==> src/rtl/sel_mux_pipe.sv <==
// Registered N-way operand selector with valid/ready handshake and a two-entry
// skid buffer; illegal selects are consumed and counted instead of forwarded.
module sel_mux_pipe #(
    parameter int WIDTH  = 32,
    parameter int NUM_IN = 3,
    localparam int SEL_W = (NUM_IN > 1) ? $clog2(NUM_IN) : 1
) (
    input  logic                    clk,
    input  logic                    rst_n,
    input  logic                    in_valid,
    output logic                    in_ready,
    input  logic [NUM_IN*WIDTH-1:0] in_data,
    input  logic [SEL_W-1:0]        in_sel,
    output logic                    out_valid,
    input  logic                    out_ready,
    output logic [WIDTH-1:0]        out_data,
    output logic [SEL_W-1:0]        out_sel,
    output logic                    sel_err,
    output logic [7:0]              err_count,
    input  logic                    clr_err
);

    localparam logic [1:0] ST_EMPTY = 2'd0;
    localparam logic [1:0] ST_ONE   = 2'd1;
    localparam logic [1:0] ST_FULL  = 2'd2;

    // One extra bit so NUM_IN itself is representable when it is a power of two.
    localparam logic [SEL_W:0] NUM_IN_C = (SEL_W + 1)'(NUM_IN);

    logic [1:0]       state_r;
    logic [1:0]       state_nxt_s;
    logic [WIDTH-1:0] or_data_r;
    logic [SEL_W-1:0] or_sel_r;
    logic [WIDTH-1:0] sk_data_r;
    logic [SEL_W-1:0] sk_sel_r;
    logic             in_ready_r;
    logic             out_valid_r;
    logic             sel_err_r;
    logic [7:0]       err_count_r;

    logic [WIDTH-1:0] sel_data_s;
    logic             sel_legal_s;
    logic             accept_s;
    logic             push_s;
    logic             illegal_s;
    logic             handoff_s;
    logic             or_load_beat_s;
    logic             or_load_sk_s;
    logic             sk_load_s;

    assign sel_legal_s = ({1'b0, in_sel} < NUM_IN_C);
    assign accept_s    = in_valid && in_ready_r;
    assign push_s      = accept_s && sel_legal_s;
    assign illegal_s   = accept_s && !sel_legal_s;
    assign handoff_s   = out_valid_r && out_ready;

    // Input word selection; only consumed when the select is legal.
    always_comb begin
        sel_data_s = {WIDTH{1'b0}};
        for (int k = 0; k < NUM_IN; k++) begin
            if (in_sel == SEL_W'(k)) begin
                sel_data_s = in_data[k*WIDTH +: WIDTH];
            end else begin
                sel_data_s = sel_data_s;
            end
        end
    end

    // Buffer occupancy transitions and register load enables.
    always_comb begin
        state_nxt_s    = state_r;
        or_load_beat_s = 1'b0;
        or_load_sk_s   = 1'b0;
        sk_load_s      = 1'b0;
        case (state_r)
            ST_EMPTY: begin
                if (push_s) begin
                    state_nxt_s    = ST_ONE;
                    or_load_beat_s = 1'b1;
                end else begin
                    state_nxt_s = ST_EMPTY;
                end
            end
            ST_ONE: begin
                if (push_s && handoff_s) begin
                    state_nxt_s    = ST_ONE;
                    or_load_beat_s = 1'b1;
                end else if (push_s) begin
                    state_nxt_s = ST_FULL;
                    sk_load_s   = 1'b1;
                end else if (handoff_s) begin
                    state_nxt_s = ST_EMPTY;
                end else begin
                    state_nxt_s = ST_ONE;
                end
            end
            ST_FULL: begin
                if (handoff_s) begin
                    state_nxt_s  = ST_ONE;
                    or_load_sk_s = 1'b1;
                end else begin
                    state_nxt_s = ST_FULL;
                end
            end
            default: begin
                state_nxt_s = ST_EMPTY;
            end
        endcase
    end

    // State, handshake flags and data registers.
    always_ff @(posedge clk or negedge rst_n) begin
        if (!rst_n) begin
            state_r     <= ST_EMPTY;
            in_ready_r  <= 1'b1;
            out_valid_r <= 1'b0;
            or_data_r   <= {WIDTH{1'b0}};
            or_sel_r    <= {SEL_W{1'b0}};
            sk_data_r   <= {WIDTH{1'b0}};
            sk_sel_r    <= {SEL_W{1'b0}};
        end else begin
            state_r     <= state_nxt_s;
            in_ready_r  <= (state_nxt_s != ST_FULL);
            out_valid_r <= (state_nxt_s != ST_EMPTY);
            if (or_load_beat_s) begin
                or_data_r <= sel_data_s;
                or_sel_r  <= in_sel;
            end else if (or_load_sk_s) begin
                or_data_r <= sk_data_r;
                or_sel_r  <= sk_sel_r;
            end else begin
                or_data_r <= or_data_r;
                or_sel_r  <= or_sel_r;
            end
            if (sk_load_s) begin
                sk_data_r <= sel_data_s;
                sk_sel_r  <= in_sel;
            end else begin
                sk_data_r <= sk_data_r;
                sk_sel_r  <= sk_sel_r;
            end
        end
    end

    // Sticky error flag and saturating counter; a same-cycle illegal beat wins over clear.
    always_ff @(posedge clk or negedge rst_n) begin
        if (!rst_n) begin
            sel_err_r   <= 1'b0;
            err_count_r <= 8'd0;
        end else if (clr_err) begin
            if (illegal_s) begin
                sel_err_r   <= 1'b1;
                err_count_r <= 8'd1;
            end else begin
                sel_err_r   <= 1'b0;
                err_count_r <= 8'd0;
            end
        end else if (illegal_s) begin
            sel_err_r <= 1'b1;
            if (err_count_r != 8'd255) begin
                err_count_r <= err_count_r + 8'd1;
            end else begin
                err_count_r <= err_count_r;
            end
        end else begin
            sel_err_r   <= sel_err_r;
            err_count_r <= err_count_r;
        end
    end

    assign in_ready  = in_ready_r;
    assign out_valid = out_valid_r;
    assign out_data  = or_data_r;
    assign out_sel   = or_sel_r;
    assign sel_err   = sel_err_r;
    assign err_count = err_count_r;

endmodule
==> config.mk <==
export PLATFORM = sky130hd
export DESIGN_NAME = sel_mux_pipe
export DESIGN_NICKNAME = d
export VERILOG_FILES = /design/src/rtl/sel_mux_pipe.sv
export SDC_FILE = /design/constraint.sdc
export NUM_CORES = 1
export LEC_CHECK = 0
export CAP_MARGIN = 20
export CORE_UTILIZATION = 39
export CTS_CLUSTER_DIAMETER = 30
export DETAILED_ROUTE_END_ITERATION = 16
export PLACE_DENSITY = 0.8
export SETUP_SLACK_MARGIN = 0.2
export SYNTH_ARGS = -nofsm -noshare
export SYNTH_HDL_FRONTEND = slang
export SYNTH_SLANG_ARGS = --single-unit
==> constraint.sdc <==
create_clock -name clk -period 2.1 [get_ports clk]
set_clock_uncertainty 0.15 [all_clocks]
set_input_delay 0.63 -clock clk [delete_from_list [all_inputs] [get_ports clk]]
set_output_delay 0.63 -clock clk [all_outputs]
set_load 0.005 [all_outputs]
==> impl_metrics.csv <==
group,metric,value,unit
routing,routedWlPerCell,18.6,µm
worst_setup_path,slowest_stage,"dfstp_2",
synthesis,ys_seq_area_share,47.6,%
clocking,worstSkewPairLatency,0.35,ns
flow_run,cap_violations,0,
worst_setup_path,crit_top_cell,"buf_12",
worst_setup_path,cp.arrival,2.23,ns
global_route,grt_usage,23.3,%
timing,fmax,470,MHz
synthesis,synth-edff-count,0,
worst_setup_path,cp_max_fo,8,
floorplan,coreArea,10500,µm²
pwr,worst_ir_drop_vdd,0.582,mV
worst_setup_path,path_cells,"buf_6 -> and3_4 -> buf_12 -> ha_4 -> and3b_4 -> a41oi_4 -> buf_12 -> buf_16 -> o211ai_1",
worst_setup_path,cp_data_required_time,2.20,ns
synthesis,synth_fp_nets,529,
layout,drive_above_1_share,29.7,%
timing,finalCritPeriodShare,101,%
clocking,cts_sinks,81,
pwr,leakage,3.54,nW
global_route,grt_pass1_vias,4161,
worst_setup_path,cpPeakStageDelay,0.54,ns
worst_setup_path,crit_type,"flip-flop to flip-flop",
synthesis,yosysWarnings,0,
timing,setup_viol,1,
clocking,htree_levels,3,
timing,timing.final.ws_setup,-0.0257,ns
floorplan,start_util,40.7,%
placed_design,numPortBuffers,147,
global_route,grtUsageMet1,27.6,%
placed_design,gp_congestion,0.784,
layout,diodes,0,
clocking,root_buffer,"clkbuf_8",
timing,slew_viol_final,0,
run_status,violations,"negative setup slack",
timing,min_period,2.13,ns
synthesis,synthArstFlopShare,100,%
routing,wl,14200,µm
pwr,p_per_area,1060,nW/µm²
placed_design,dpl_cell_area,5990,µm²
timing,tightestPinTransition,0.434,ns
worst_setup_path,end_kind,"flip-flop",
worst_setup_path,worstSetupStartpointType,"flip-flop",
routing,final_antenna_net_count,0,
layout,final_area,7240,µm²
synthesis,synth_cells,423,
routing,via_count,4104,
placed_design,dp_hpwl,7980,µm
floorplan,die_y,106,µm
global_route,overflow,0,
synthesis,synth_seq_cells,81,
routing,viasPerCell,5.39,
layout,area_growth,70.1,%
floorplan,rows,37,
layout,fillers,774,
global_route,grt_pass1_wl,20500,µm
placed_design,place_inst,700,
timing,whs,0.0426,ns
clocking,clk_pin_slew,0.09,ns
routing,drc,0,
run_status,status,"finished, violations left",
synthesis,synthFlopType,"dfrtp_1",
floorplan,fp.dieW,106,µm
global_route,antenna_found_initial,0,
synthesis,yosysUniqueCellTypes,41,
global_route,busiest_layer,"met2",
layout,fin_util,69.2,%
synthesis,postSynthAreaPerCell,10.1,µm²
global_route,grt.met2_usage,42.2,%
timing,rsz0062_at_grt,"true",
timing,slew_headroom,71.1,%
layout,stdcell_count,762,
timing,hold_viol,0,
clocking,cts-buffers-inserted,9,
clocking,cts_tree,"done",
clocking,cts_buffer_depth,2,
layout,nNetsFinal,728,
pwr,fin_total_pwr,7.65,mW
floorplan,ioPinCount,148,
worst_hold_path,hold_path.class,"input port to async pin",
routing,dr.pass1.iters,5,
global_route,grt_max_degree,41,
global_route,grt_use_met3,4.97,%
routing,drt_iter0_drc,158,
floorplan,die-area,11300,µm²
synthesis,synth_area,4260,µm²
-- state kept, by name (all words and copies together) (netlist names), 2 cells and up --
signal	flops
out_data	32
sk_data_r	32
err_count	8
out_sel	2
sk_sel_r	2
state_r	2
-- layout by cell type (no fill, tap or decap), drive strengths merged, types with 2 or more instances in the layout --
| cell type | count |
|---|---|
| dfrtp | 80 |
| buf | 72 |
| nand2 | 51 |
| and4 | 2 |
| and3 | 2 |
| and3b | 2 |
| a211oi | 2 |
| nand4 | 3 |
| mux2i | 79 |
| dlygate4sd2 | 44 |
| a21oi | 35 |
| o21ai | 39 |
| ha | 3 |
| clkbuf | 14 |
| inv | 5 |
| nand3 | 16 |
| nor3 | 4 |
| nor2b | 2 |
| nor2 | 42 |
| clkinv | 4 |
| o211ai | 12 |
| nand3b | 2 |
| clkdlybuf4s50 | 97 |
-- metrics by stage --
| stage | TNS, ns | worst slack, ns |
|---|---|---|
| final | -0.0257 | -0.0257 |
| after global routing | -0.210 | -0.0687 |
| after CTS | 0 | 0.0851 |
| after detailed placement | -40.76 | -0.608 |
| after global placement | -37.83 | -0.547 |
| after floorplan | -3.65 | -0.124 |
-- cell type report --
type                    count  area (µm²)  area share (%)
clock inverters             5        65.1           0.898
inverters                   5        23.8           0.328
clock buffers              10         138            1.90
flip-flops and latches     81        2030            28.0
multi-input cells         307        2460            34.0
repair buffers            218        2350            32.5
well taps                 136         170            2.35
-- Yosys cell counts (all sizes together), types with 2 or more instances --
master   n  area share (%)
mux2i   79              19
buf     19             3.4
ha       3            0.88
nand2   51             4.6
a211oi   2            0.35
inv      5            0.44
and4     2            0.41
nand3b   2            0.35
o211ai  12             2.8
clkbuf  11            0.97
nor3     4            0.47
and3b    2            0.50
nand4    3            0.59
nand3   16             2.6
nor2b    2            0.29
and3     2            0.29
nor2    42             3.7
o21ai   39             4.6
dfrtp   80              47
a21oi   35             4.1
-- routing by layer --
| layer | share of wire, % | vias to the layer above |
|---|---|---|
| met5 | 0 | - |
| met4 | 2.5 | 0 |
| met3 | 6.9 | 34 |
| met2 | 52 | 182 |
| met1 | 38 | 1990 |
| li1 | - | 1898 |
-- final timing paths --
path                                           start                        end  slack (ns)  cells after the start
max reg2reg                       in_ready$_DFF_PN1_    out_data[1]$_DFFE_PN0P_       -0.03                      9
min                                            rst_n   err_count[4]$_DFFE_PN0P_        0.04                      1
min in group clk           sk_data_r[16]$_DFFE_PN0P_  sk_data_r[16]$_DFFE_PN0P_        0.36                      2
min reg2reg                sk_data_r[16]$_DFFE_PN0P_  sk_data_r[16]$_DFFE_PN0P_        0.36                      2
max in group asynchronous                      rst_n  sk_data_r[25]$_DFFE_PN0P_        1.20                      2
max                               in_ready$_DFF_PN1_    out_data[1]$_DFFE_PN0P_       -0.03                      9
-- report_power, final --
group / total (mW) / internal [mW] / leakage [nW] / switching [mW]
clock: 1.19 / 0.586 / 0.103 / 0.604
sequential: 2.69 / 2.16 / 1.04 / 0.530
combinational: 3.77 / 2.14 / 2.40 / 1.63
-- critical path, delay by kind of cell (launching register included) --
family	cells	cell delay [ns]
buffers and inverters	4	0.53
adder cells (fa/ha/maj)	1	0.11
AO/OA/AOI/OAI	2	0.28
AND/OR/NAND/NOR	2	0.40
flip-flops	1	0.54
-- cell families after synthesis --
kind of cell / after synthesis / synth area share (%)
buffers and inverters: 35 / 4.85
AOI/OAI and AO/OA: 94 / 13.5
xor gates and xnor gates: 1 / 0.206
and+or+nand+nor: 130 / 14.4
DFF: 81 / 47.6
muxes: 79 / 18.6
adders and majority gates: 3 / 0.882
-- what timing repair did --
action | in CTS | in global routing
hold buffers | 0 | 0
cloned | 8 | 6
gates resized for setup | 121 | 108
setup buffers | 32 | 1
pin swaps | 22 | 46
setup endpoints to repair | 124 | 72
No activity file was read; power rests on OpenSTA's default activity.
